## config.mk

```make
export PLATFORM = sky130hd
export DESIGN_NAME = row_fetch
export DESIGN_NICKNAME = d
export VERILOG_FILES = /design/src/rtl/row_fetch.sv
export SDC_FILE = /design/constraint.sdc
export NUM_CORES = 2
export LEC_CHECK = 0
export CAP_MARGIN = 10
export CORE_ASPECT_RATIO = 1.4
export CORE_MARGIN = 1.5
export CORE_UTILIZATION = 30
export CTS_BUF_LIST = sky130_fd_sc_hd__clkbuf_8 sky130_fd_sc_hd__clkbuf_16
export CTS_CLUSTER_DIAMETER = 60
export CTS_CLUSTER_SIZE = 16
export DETAILED_ROUTE_END_ITERATION = 8
export GPL_ROUTABILITY_DRIVEN = 0
export PLACE_DENSITY_LB_ADDON = 0.08
export SYNTH_ARGS = -nofsm -noshare
export SYNTH_HDL_FRONTEND = slang
export SYNTH_SLANG_ARGS = --single-unit
```

## constraint.sdc

```tcl
create_clock -name clk -period 4.4 [get_ports clk]
set_input_delay 0.44 -clock clk [delete_from_list [all_inputs] [get_ports clk]]
set_output_delay 0.44 -clock clk [all_outputs]
set_load 0.01 [all_outputs]
```

## src/rtl/row_fetch.sv

```systemverilog
`default_nettype none
// ============================================================================
// Module      : row_fetch
// Description : Prefetches one display row from a 1-cycle framebuffer RAM,
//               one pixel per clock, into a shadow buffer, then commits the
//               whole packed row word to row_out in a single cycle.
// Revision    : 1.0 - initial release
// ============================================================================
module row_fetch #(
  parameter int COLOR_BITS    = 4,
  parameter int COL_ADDR_BITS = 6,
  parameter int ROW_ADDR_BITS = 4,
  parameter int COLOR_COUNT   = 3
) (
  input  logic                                   clk,
  input  logic                                   rst_n,
  input  logic [ROW_ADDR_BITS-1:0]               next_row,
  output logic                                   mem_rd,
  output logic [ROW_ADDR_BITS+COL_ADDR_BITS-1:0] mem_addr,
  input  logic [COLOR_BITS*COLOR_COUNT-1:0]      mem_data,
  output logic [(2**COL_ADDR_BITS)*COLOR_BITS*COLOR_COUNT-1:0] row_out,
  output logic                                   row_valid,
  output logic                                   busy
);

  localparam int NUM_COL       = 2**COL_ADDR_BITS;
  localparam int PIX_W         = COLOR_BITS*COLOR_COUNT;
  localparam int ROW_DAT_WIDTH = NUM_COL*PIX_W;
  localparam logic [COL_ADDR_BITS-1:0] COL_LAST = '1;
  localparam logic [COL_ADDR_BITS-1:0] COL_ZERO = '0;

  typedef enum logic [1:0] {
    IDLE   = 2'd0,
    FETCH  = 2'd1,
    DRAIN  = 2'd2,
    COMMIT = 2'd3
  } state_t;

  state_t                     state;
  logic [ROW_ADDR_BITS-1:0]   fetch_row;
  logic [ROW_ADDR_BITS-1:0]   loaded_row;
  logic [COL_ADDR_BITS-1:0]   col;       // column currently on mem_addr
  logic [COL_ADDR_BITS-1:0]   col_next;
  logic                       cap_en;    // mem_rd delayed: mem_data valid now
  logic [COL_ADDR_BITS-1:0]   cap_col;   // col delayed: where mem_data belongs
  logic [PIX_W-1:0]           shadow [NUM_COL];
  logic [ROW_DAT_WIDTH-1:0]   shadow_flat;
  logic                       start_fetch;

  assign col_next = col + 1'b1;

  // A fetch (re)starts when IDLE sees a stale/missing row, or when the row
  // being fetched is no longer the one requested (abandon and restart).
  always_comb begin
    start_fetch = 1'b0;
    case (state)
      IDLE:         start_fetch = !row_valid || (next_row != loaded_row);
      FETCH, DRAIN: start_fetch = (next_row != fetch_row);
      default:      start_fetch = 1'b0;
    endcase
  end

  // Control FSM with registered outputs; row_out only changes on COMMIT.
  always_ff @(posedge clk or negedge rst_n) begin
    if (!rst_n) begin
      state      <= IDLE;
      fetch_row  <= '0;
      loaded_row <= '0;
      col        <= '0;
      cap_en     <= 1'b0;
      cap_col    <= '0;
      mem_rd     <= 1'b0;
      mem_addr   <= '0;
      row_out    <= '0;
      row_valid  <= 1'b0;
      busy       <= 1'b0;
    end else begin
      cap_en  <= mem_rd;
      cap_col <= col;
      if (start_fetch) begin
        state     <= FETCH;
        fetch_row <= next_row;
        col       <= '0;
        mem_rd    <= 1'b1;
        mem_addr  <= {next_row, COL_ZERO};
        busy      <= 1'b1;
      end else begin
        case (state)
          FETCH: begin
            if (col == COL_LAST) begin
              // Last column already issued; mem_addr holds its value.
              mem_rd <= 1'b0;
              state  <= DRAIN;
            end else begin
              col      <= col_next;
              mem_addr <= {fetch_row, col_next};
            end
          end
          DRAIN: begin
            state <= COMMIT;
          end
          COMMIT: begin
            row_out    <= shadow_flat;
            loaded_row <= fetch_row;
            row_valid  <= 1'b1;
            busy       <= 1'b0;
            state      <= IDLE;
          end
          default: begin
            state <= IDLE;
          end
        endcase
      end
    end
  end

  // Shadow buffer capture; contents are don't-care after reset.
  always_ff @(posedge clk) begin
    if (cap_en) begin
      shadow[cap_col] <= mem_data;
    end
  end

  // Pack pixel j into bits [j*PIX_W +: PIX_W] of the row word.
  always_comb begin
    shadow_flat = '0;
    for (int j = 0; j < NUM_COL; j++) begin
      shadow_flat[j*PIX_W +: PIX_W] = shadow[j];
    end
  end

endmodule
`default_nettype wire

```

# Word-level counts from Yosys, hierarchy flattened
# Memory sizes are Yosys's and may differ from the RTL's. A register that Yosys moved wholly into a read port is not among the register bits.
# Cells that the tools add are included.
[op_classes]
addsub = 1
n_eq_ne = 8
n_mux = 17
bitwise_logic = 1
n_reduce_logical = 74
[op_table]
columns = ["op", "n"]
rows = [
  ["$logic_not A1 Y1", 65],
  ["$mux W10", 3],
  ["$mux W6", 3],
  ["$ne A4 B4 Y1", 2],
  ["$mux W1", 7],
  ["$add A6 B1 Y6 const B", 1],
  ["$eq A6 B6 Y1 const B", 1],
  ["$reduce_and A2 Y1", 3],
  ["$reduce_bool A2 Y1", 3],
  ["$eq A2 B2 Y1 const B", 2],
  ["$mux W2", 2],
  ["$pmux W2 S2", 1],
  ["$ne A3 B3 Y1 const B", 1],
  ["$eq A2 B1 Y1 const B", 1],
  ["$logic_not A2 Y1", 1],
  ["$ne A2 B2 Y1 const B", 1],
  ["$pmux W1 S2", 1],
  ["$reduce_or A2 Y1", 1],
  ["$logic_or A1 B1 Y1", 1],
  ["$not A1 Y1", 1],
]
[totals]
reg_bits = 36
ram_bits = 768
input_bits = 18
output_inout_bits = 781
word_cells = 112
memories = 1
[memory_table]
columns = ["name", "words", "word_bits", "read_ports", "rd_ports_with_merged_regs", "wr", "line", "text"]
rows = [
  ["shadow", 64, 12, 64, 64, 1, "46", "logic [PIX_W-1:0] shadow [NUM_COL];"],
]

# Depth between registers and ports, before layout
[logic_depth]
ltp_word = 5
ltp_mapped = 8
ltp_nobuf = 7

# Worst setup path before layout
# Ideal clock, no wire load.
[synth_path]
path_kind = "register -> register"
from = "register cap_col[3]"
to = "memory shadow[48][0] (netlist name) (enable)"
t_arrival_ns = 1.733
required_time_ns = 4.004
slack_ns = 2.271
path_stages_with_launch = 5
synth_period_minus_slack_ns = 2.129
cell_sequence = "dfrtp_1 -> clkbuf_1 -> nor2b_1 -> nand4b_1 -> nor3_1"
[synth_rtl]
columns = ["element", "line", "text"]
rows = [
  ["start, declared", "45", "logic [COL_ADDR_BITS-1:0] cap_col;"],
  ["start signal, assigned", "79", "cap_col <= col;"],
  ["end, declared", "46", ""],
]
# No word-level cell before the write port.

# Worst setup path in the final report
[layout_path]
from = "register cap_en"
to = "memory shadow[61][0] (netlist name) (enable)"
[layout_between]
elab_chain_len = 2
[layout_rtl]
columns = ["element", "line", "text"]
rows = [
  ["start, declared", "44", "logic cap_en;"],
  ["start signal, assigned", "78", "cap_en <= mem_rd;"],
  ["$mux W1", "119", "if (cap_en) begin"],
  ["$mux W1 (not written as such)", "120", "shadow[cap_col] <= mem_data;"],
]
# No other way between the ends.

==> results by group <==
Run status
  • Outcome: finished, final reports clean

Clocking
  • Number of CTS-inserted buffers: 117
  • Clk sinks: 1566
  • H-tree lvl count: 3
  • Clk Latency, worst-skew pair: 0.74 ns
  • Clk buf depth: 3
  • TritonCTS clock tree: built
  • Post-CTS setup buffer count: 0
  • Clk Tree Root Cell: clkbuf_16
  • Reg clk slew, reported paths: 0.07 ns

Synth
  • Mean post-synth cell area: 20.4 um2
  • Yosys warnings: 0
  • Sequential fraction of the synthesis area: 81.0%
  • Flops & latches, synth: 1566
  • Number of distinct library cells after synthesis: 34
  • Instance count of the mapped netlist: 2603
  • Number of nets in the synthesized netlist: 2625
  • Area of the mapped netlist: 53100 um2

Drt
  • Number of nets with antenna violations after routing: 0
  • Number of remaining DRC errors: 0
  • Number of DRC violations after detailed-routing iteration 0: 1569
  • Detailed-routing iteration count for the pre-antenna-repair pass: 6
  • Routed length on met3: 16000 um
  • Met2 wire length: 75600 um
  • Via count: 26700
  • Final routed wire length divided by cell count: 27.8 um
  • Total wire length: 165000 um
  • Sum of routed wire segments on met1: 70000 um
  • Routed vias/inst: 4.51
  • Highest Signal Layer: met4

Final layout
  • Share of layout cells above drive strength 1: 8.11%
  • P&R area growth vs syn: 28.4%
  • Count of non-filler cells in the finished layout: 5926
  • Nets@finish: 3545

Global routing
  • Antenna violations before repair: 15
  • Wire length of the first global-routing pass: 230000 um
  • Maximum number of pins on one net before global-route repair: 176
  • Total overflow reported by the global router: 0
  • Global-route total usage across every layer: 18.2%
  • Vias in the first global route: 28700

Die
  • Die W: 359 um
  • Placeable core area: 176000 um2
  • Die Footprint: 180000 um2
  • Initial core utilization: 30.2%
  • Num ports: 799
  • Number of placement rows: 182
  • Chip Height: 501 um

Setup path
  • Largest fanout on the critical path: 12
  • Endpoint class of the critical path: flop
  • Critical Path, Cell by Cell: nor2b_1, nand3_1, nor2_2
  • Data arrival time of the critical path: 3.36 ns
  • Worst-path cell with the longest stage delay: nor2_2
  • Max stage delay on crit path: 0.94 ns
  • Buffering stage count on the worst path with inverters included: 0
  • CP Data Required Time: 4.77 ns
  • Family with the most delay on the worst path: simple AND/OR/NAND/NOR gates
  • Launch point of the worst path: cap_en$_DFF_PN0_
  • Depth of the worst register-to-register path: 3
  • Worst setup path category: reg -> reg
  • Kind of start point of the critical path: flop
  • Reg2Reg Launch Point: cap_en$_DFF_PN0_
  • Worst reg2reg endpoint: shadow[61][0]$_DFFE_PP_
  • Worst setup slack for register-to-register paths: 1.42 ns

Pwr
  • Standby leakage power: 25.3 nW
  • Overall power consumption: 49.0 mW
  • Worst-case vdd ir drop: 421 uV
  • Pwr per Cell Area: 718 nW/um2

Timing
  • Setup Viol. Count Final: 0
  • Time the final worst path needs with I/O delays and setup: 2.98 ns
  • Tcrit/Tclk final: 67.8%
  • Count of endpoints failing hold in the final timing report: 0
  • Worst slew pin tran: 1.27 ns
  • Final setup slack of the worst path: 1.42 ns
  • Number of max-slew violations in the final report: 0
  • Clock tree skew after final layout: 0.0335 ns
  • Worst hold slack after final layout: 0.159 ns
  • Final total negative setup slack: 0 ns
  • Setup repair after global routing missed its margin: no
  • Slew margin rel.: 15.3%
  • Maximum clock frequency: 0.335 GHz

Worst hold path
  • Hold Path Cell Cnt: 1
  • Launch instance of the worst min-delay path: mem_data[9]
  • Worst min-delay path endpoint: shadow[55][9]$_DFFE_PP_
  • Hold/Removal Path Class: in -> reg

Placed design
  • Input/output buffers: 798
  • Cells after DPL: 5701
  • Dpl ws: 1.28 ns
  • Post-DP HPWL: 106000 um

Flow run
  • Max-cap violations: 0
[where the power goes]
group	switching, mW	internal, mW	total [mW]
clock network	5.26	5.37	10.6
registers	2.33	19.3	21.6
logic	7.77	8.97	16.7
total	15.4	33.6	49.0
[state kept, by name (all words and copies together), names as in the netlist]
name and cells:
busy 1, cap_col 6, cap_en 1, fetch_row 4, loaded_row 4, mem_addr 10
mem_rd 1, row_out 768, row_valid 1, shadow 768, state 2
[placed cells by master, fill, tap and decap left out, types with 3 or more instances in the layout]
cell	Yosys	layout
nor2_1	69	53
mux2_1	772	772
clkinv_2	0	8
buf_12	2	15
buf_4	0	85
nand3_1	7	7
ha_1	4	3
xor2_1	9	9
nor2_4	4	4
nor2_2	0	16
nand2_1	20	20
inv_1	8	75
clkdlybuf4s50_1	0	785
buf_6	1	9
dfrtp_1	798	798
bufinv_16	0	7
diode_2	0	3
a21oi_2	3	4
clkbuf_8	0	4
nor2b_1	4	4
o21ai_1	6	6
clkinv_4	0	3
xnor2_1	3	3
nand2b_1	3	3
o21ai_2	3	3
clkinv_8	0	4
clkbuf_16	0	118
a21oi_1	6	5
edfxtp_1	768	768
[cells in the mapped netlist]
cell	n	share of area [%]
and2_2	1	0.014
o221a_1	1	0.021
o21ai_2	3	0.049
nand3b_1	2	0.028
nand2_1	20	0.14
ha_1	4	0.094
a21oi_1	6	0.057
and3_1	1	0.012
nor2b_1	4	0.047
buf_2	78	0.73
o21ai_1	6	0.057
xor2_1	9	0.15
clkbuf_1	14	0.099
a21o_1	1	0.014
nand2b_1	3	0.035
a31oi_1	2	0.024
buf_12	2	0.075
nor2_4	4	0.085
buf_6	1	0.021
or2_1	1	0.012
edfxtp_1	768	43
nand3_1	7	0.066
nand4b_1	1	0.016
inv_1	8	0.057
nor3_1	3	0.028
dfrtp_1	798	38
nand4_1	2	0.024
mux2_1	772	16
a21oi_2	3	0.049
or3_1	2	0.024
xnor2_1	3	0.049
o41ai_2	2	0.061
o21ai_0	2	0.019
nor2_1	69	0.49
[stage by stage]
stage | area (um2) | util, %
floorplan | 53100 | -
global placement | 64500 | 36.7
detailed placement | 64500 | 36.7
CTS | 68200 | 38.8
global route | 68200 | 38.8
finish | 68200 | 38.8
[what timing repair did]
item,4_1_cts,5_1_grt
hold endpoints to repair,64,0
resized for setup,0,0
hold buffers,1,0
[worst max path at each step]
| stage | to | slack [ns] | cells past startpoint |
|---|---|---|---|
| after floorplan | shadow[48][0]$_DFFE_PP_ | 2.27 | 4 |
| after global placement | shadow[29][5]$_DFFE_PP_ | 1.40 | 3 |
| after detailed placement | shadow[61][10]$_DFFE_PP_ | 1.28 | 3 |
| after CTS | shadow[29][10]$_DFFE_PP_ | 1.25 | 3 |
| after global routing | shadow[61][0]$_DFFE_PP_ | 1.28 | 3 |
| final | shadow[61][0]$_DFFE_PP_ | 1.42 | 3 |
[cell type report]
cell class / instances / area, um2
tap: 2300 / 2880
clock buffer: 122 / 3010
clock inverter: 97 / 677
antenna: 3 / 7.51
multi-input combinational: 934 / 9640
sequential: 1566 / 43000
fill: 16200 / 108000
timing repair buffer: 896 / 8920
inverter: 8 / 30.0
[worst register-to-register path: cells and delay by family, from the launching register on]
family / cells / cell delay [ns]
and+or+nand+nor: 3 / 2.16
DFF: 1 / 0.46
[logic make-up (layout without fill, tap and decap cells)]
group           Yosys count  count (layout)  synth area share, %
xor+xnor                 12              12                0.198
flops                  1566            1566                 81.0
other cells               0               3                    0
fa+ha+maj                 4               4               0.0942
simple gates            120             120                 1.02
mux                     772             772                 16.4
buf+inv                 103            1123                0.987
compound gates           26              26                0.351
[per-layer routing]
layer | vias up | GRT usage [%]
met3 | 151 | 7.30
met1 | 14300 | 23.5
met2 | 853 | 28.5
met5 | - | 0
met4 | 0 | 4.08
li1 | 11400 | -
No activity file was read; power rests on OpenSTA's default activity.
==> edit, RTL diff (same settings) <==
Make the reset (`rst_n`) synchronous in one clocked block.
--- a/src/rtl/row_fetch.sv
+++ b/src/rtl/row_fetch.sv
@@ -61,7 +61,7 @@
   end
 
   // Control FSM with registered outputs; row_out only changes on COMMIT.
-  always_ff @(posedge clk or negedge rst_n) begin
+  always_ff @(posedge clk) begin
     if (!rst_n) begin
       state      <= IDLE;
       fetch_row  <= '0;
Check against the original RTL: not settled (the Yosys comparison gave no result); the edit may change what the design does.
==> edit against the original RTL <==
- sequential share of layout area decreased by 4.5 points
- synthesized area is 3.1% lower
- worst setup slack better by 450 ps
- die area decreased by 3.1%
- clock skew down 10 ps
- global-route usage rose by 0.82 points
- critical endpoint is now row_out[266]
- wire length is 3.6% higher
- sequential cell count did not move
- synthesized cell count grew 33%
- cell area fell by 2.4%
Power is not compared: it rests on default switching activity, and its combinational part moved more than twofold at a synthesized area within 25%.
==> edit: results (changes against the original RTL) <==
worst slack at placement 1667 ps (was 1279 ps); Top Metal Used met5 (was met4); vias in the first global route 28900 (was 28710); FF-to-FF End row_out[266] (was shadow[61][0]); largest net degree at the start of global routing 116 (was 176); outcome completed (unchanged); Skew-Pair Late Insertion Delay 770 ps (was 740 ps); post-DP HPWL 105800 um (was 105700 um); NumNets Final 4338 (was 3545); first-pass GRT wire length 235000 um (was 230400 um); detailed-route vias per instance 4.441 (was 4.512); worst reg2reg setup slack 1870 ps (was 1420 ps); sequential-to-total area share from yosys stat 75.83% (was 80.99%); met1 Usage GRT 24.70% (was 23.50%); DR pass1 iterations 5 (was 6); Num CTS Buffers 119 (was 117); most common flop cell mapped by yosys dfxtp_1 (was dfrtp_1); Cell Count Post-Placement 6457 (was 5701); DR WL met2 79060 um (was 75600 um); DR WL/cell 25.53 um (was 27.79 um); top flop regs row_out (768), shadow (768) (was row_out (768), shadow (768), mem_addr (10)); r2r startpoint state[0] (was cap_en); hold path endpoint shadow[21][5] (was shadow[55][9]); Post-Layout Cell Count 6682 (was 5926); critical path's top delay family adder cells (was simple AND/OR/NAND/NOR gates); worst slew pin tran 1154 ps (was 1271 ps); Filler cells 16140 (was 16180)
## edit: power by group through the flow
stage	registers, mW	logic (mW)	clock network (mW)
floorplan	16.0	0.798	0
global placement	16.0	1.91	0
detailed placement	16.0	1.92	0
finish	15.6	1.87	11.1
CTS	15.6	1.92	11.4
global route	15.7	2.01	11.9
## edit: layout make-up
| class | count | area share, % |
|---|---|---|
| Timing Repair Buffer | 904 | 13.64 |
| Multi-Input combinational cell | 1720 | 17.58 |
| Clock inverter | 82 | 0.8419 |
| Tap cell | 2262 | 4.251 |
| Inverter | 5 | 0.03946 |
| Sequential cell | 1566 | 58.63 |
| Clock buffer | 140 | 5.008 |
| Antenna cell | 3 | 0.01128 |
## edit: through the flow
step	hold slack, ps	power (mW)
2_1_floorplan	456.3	16.83
3_3_place_gp	459.2	17.87
3_5_place_dp	468.7	17.88
4_1_cts	132.1	29.00
5_1_grt	149.3	29.57
6_report	158.8	28.57
## edit: logic make-up (layout without fill, tap and decap cells)
kind of cell | Yosys count | count (layout) | share of synthesized area (%)
fa+ha+maj | 4 | 4 | 0.09723
simple gates | 909 | 909 | 6.806
mux | 785 | 785 | 15.27
other cells | 0 | 3 | 0
buf+inv | 185 | 1131 | 1.563
xor+xnor | 12 | 12 | 0.2042
flops | 1566 | 1566 | 75.83
compound gates | 10 | 10 | 0.2212
## edit: how the worst max path moves through the flow
| stage | from | end | slack [ps] |
|---|---|---|---|
| after global routing | state[0] | row_out[291] | 1700 |
| after floorplan | cap_col[3] | shadow[32][0] | 2140 |
| final | state[0] | row_out[266] | 1870 |
| after detailed placement | rst_n | row_out[404] | 1670 |
| after CTS | col[0] | mem_addr[0] | 1830 |
| after global placement | rst_n | row_out[229] | 1710 |
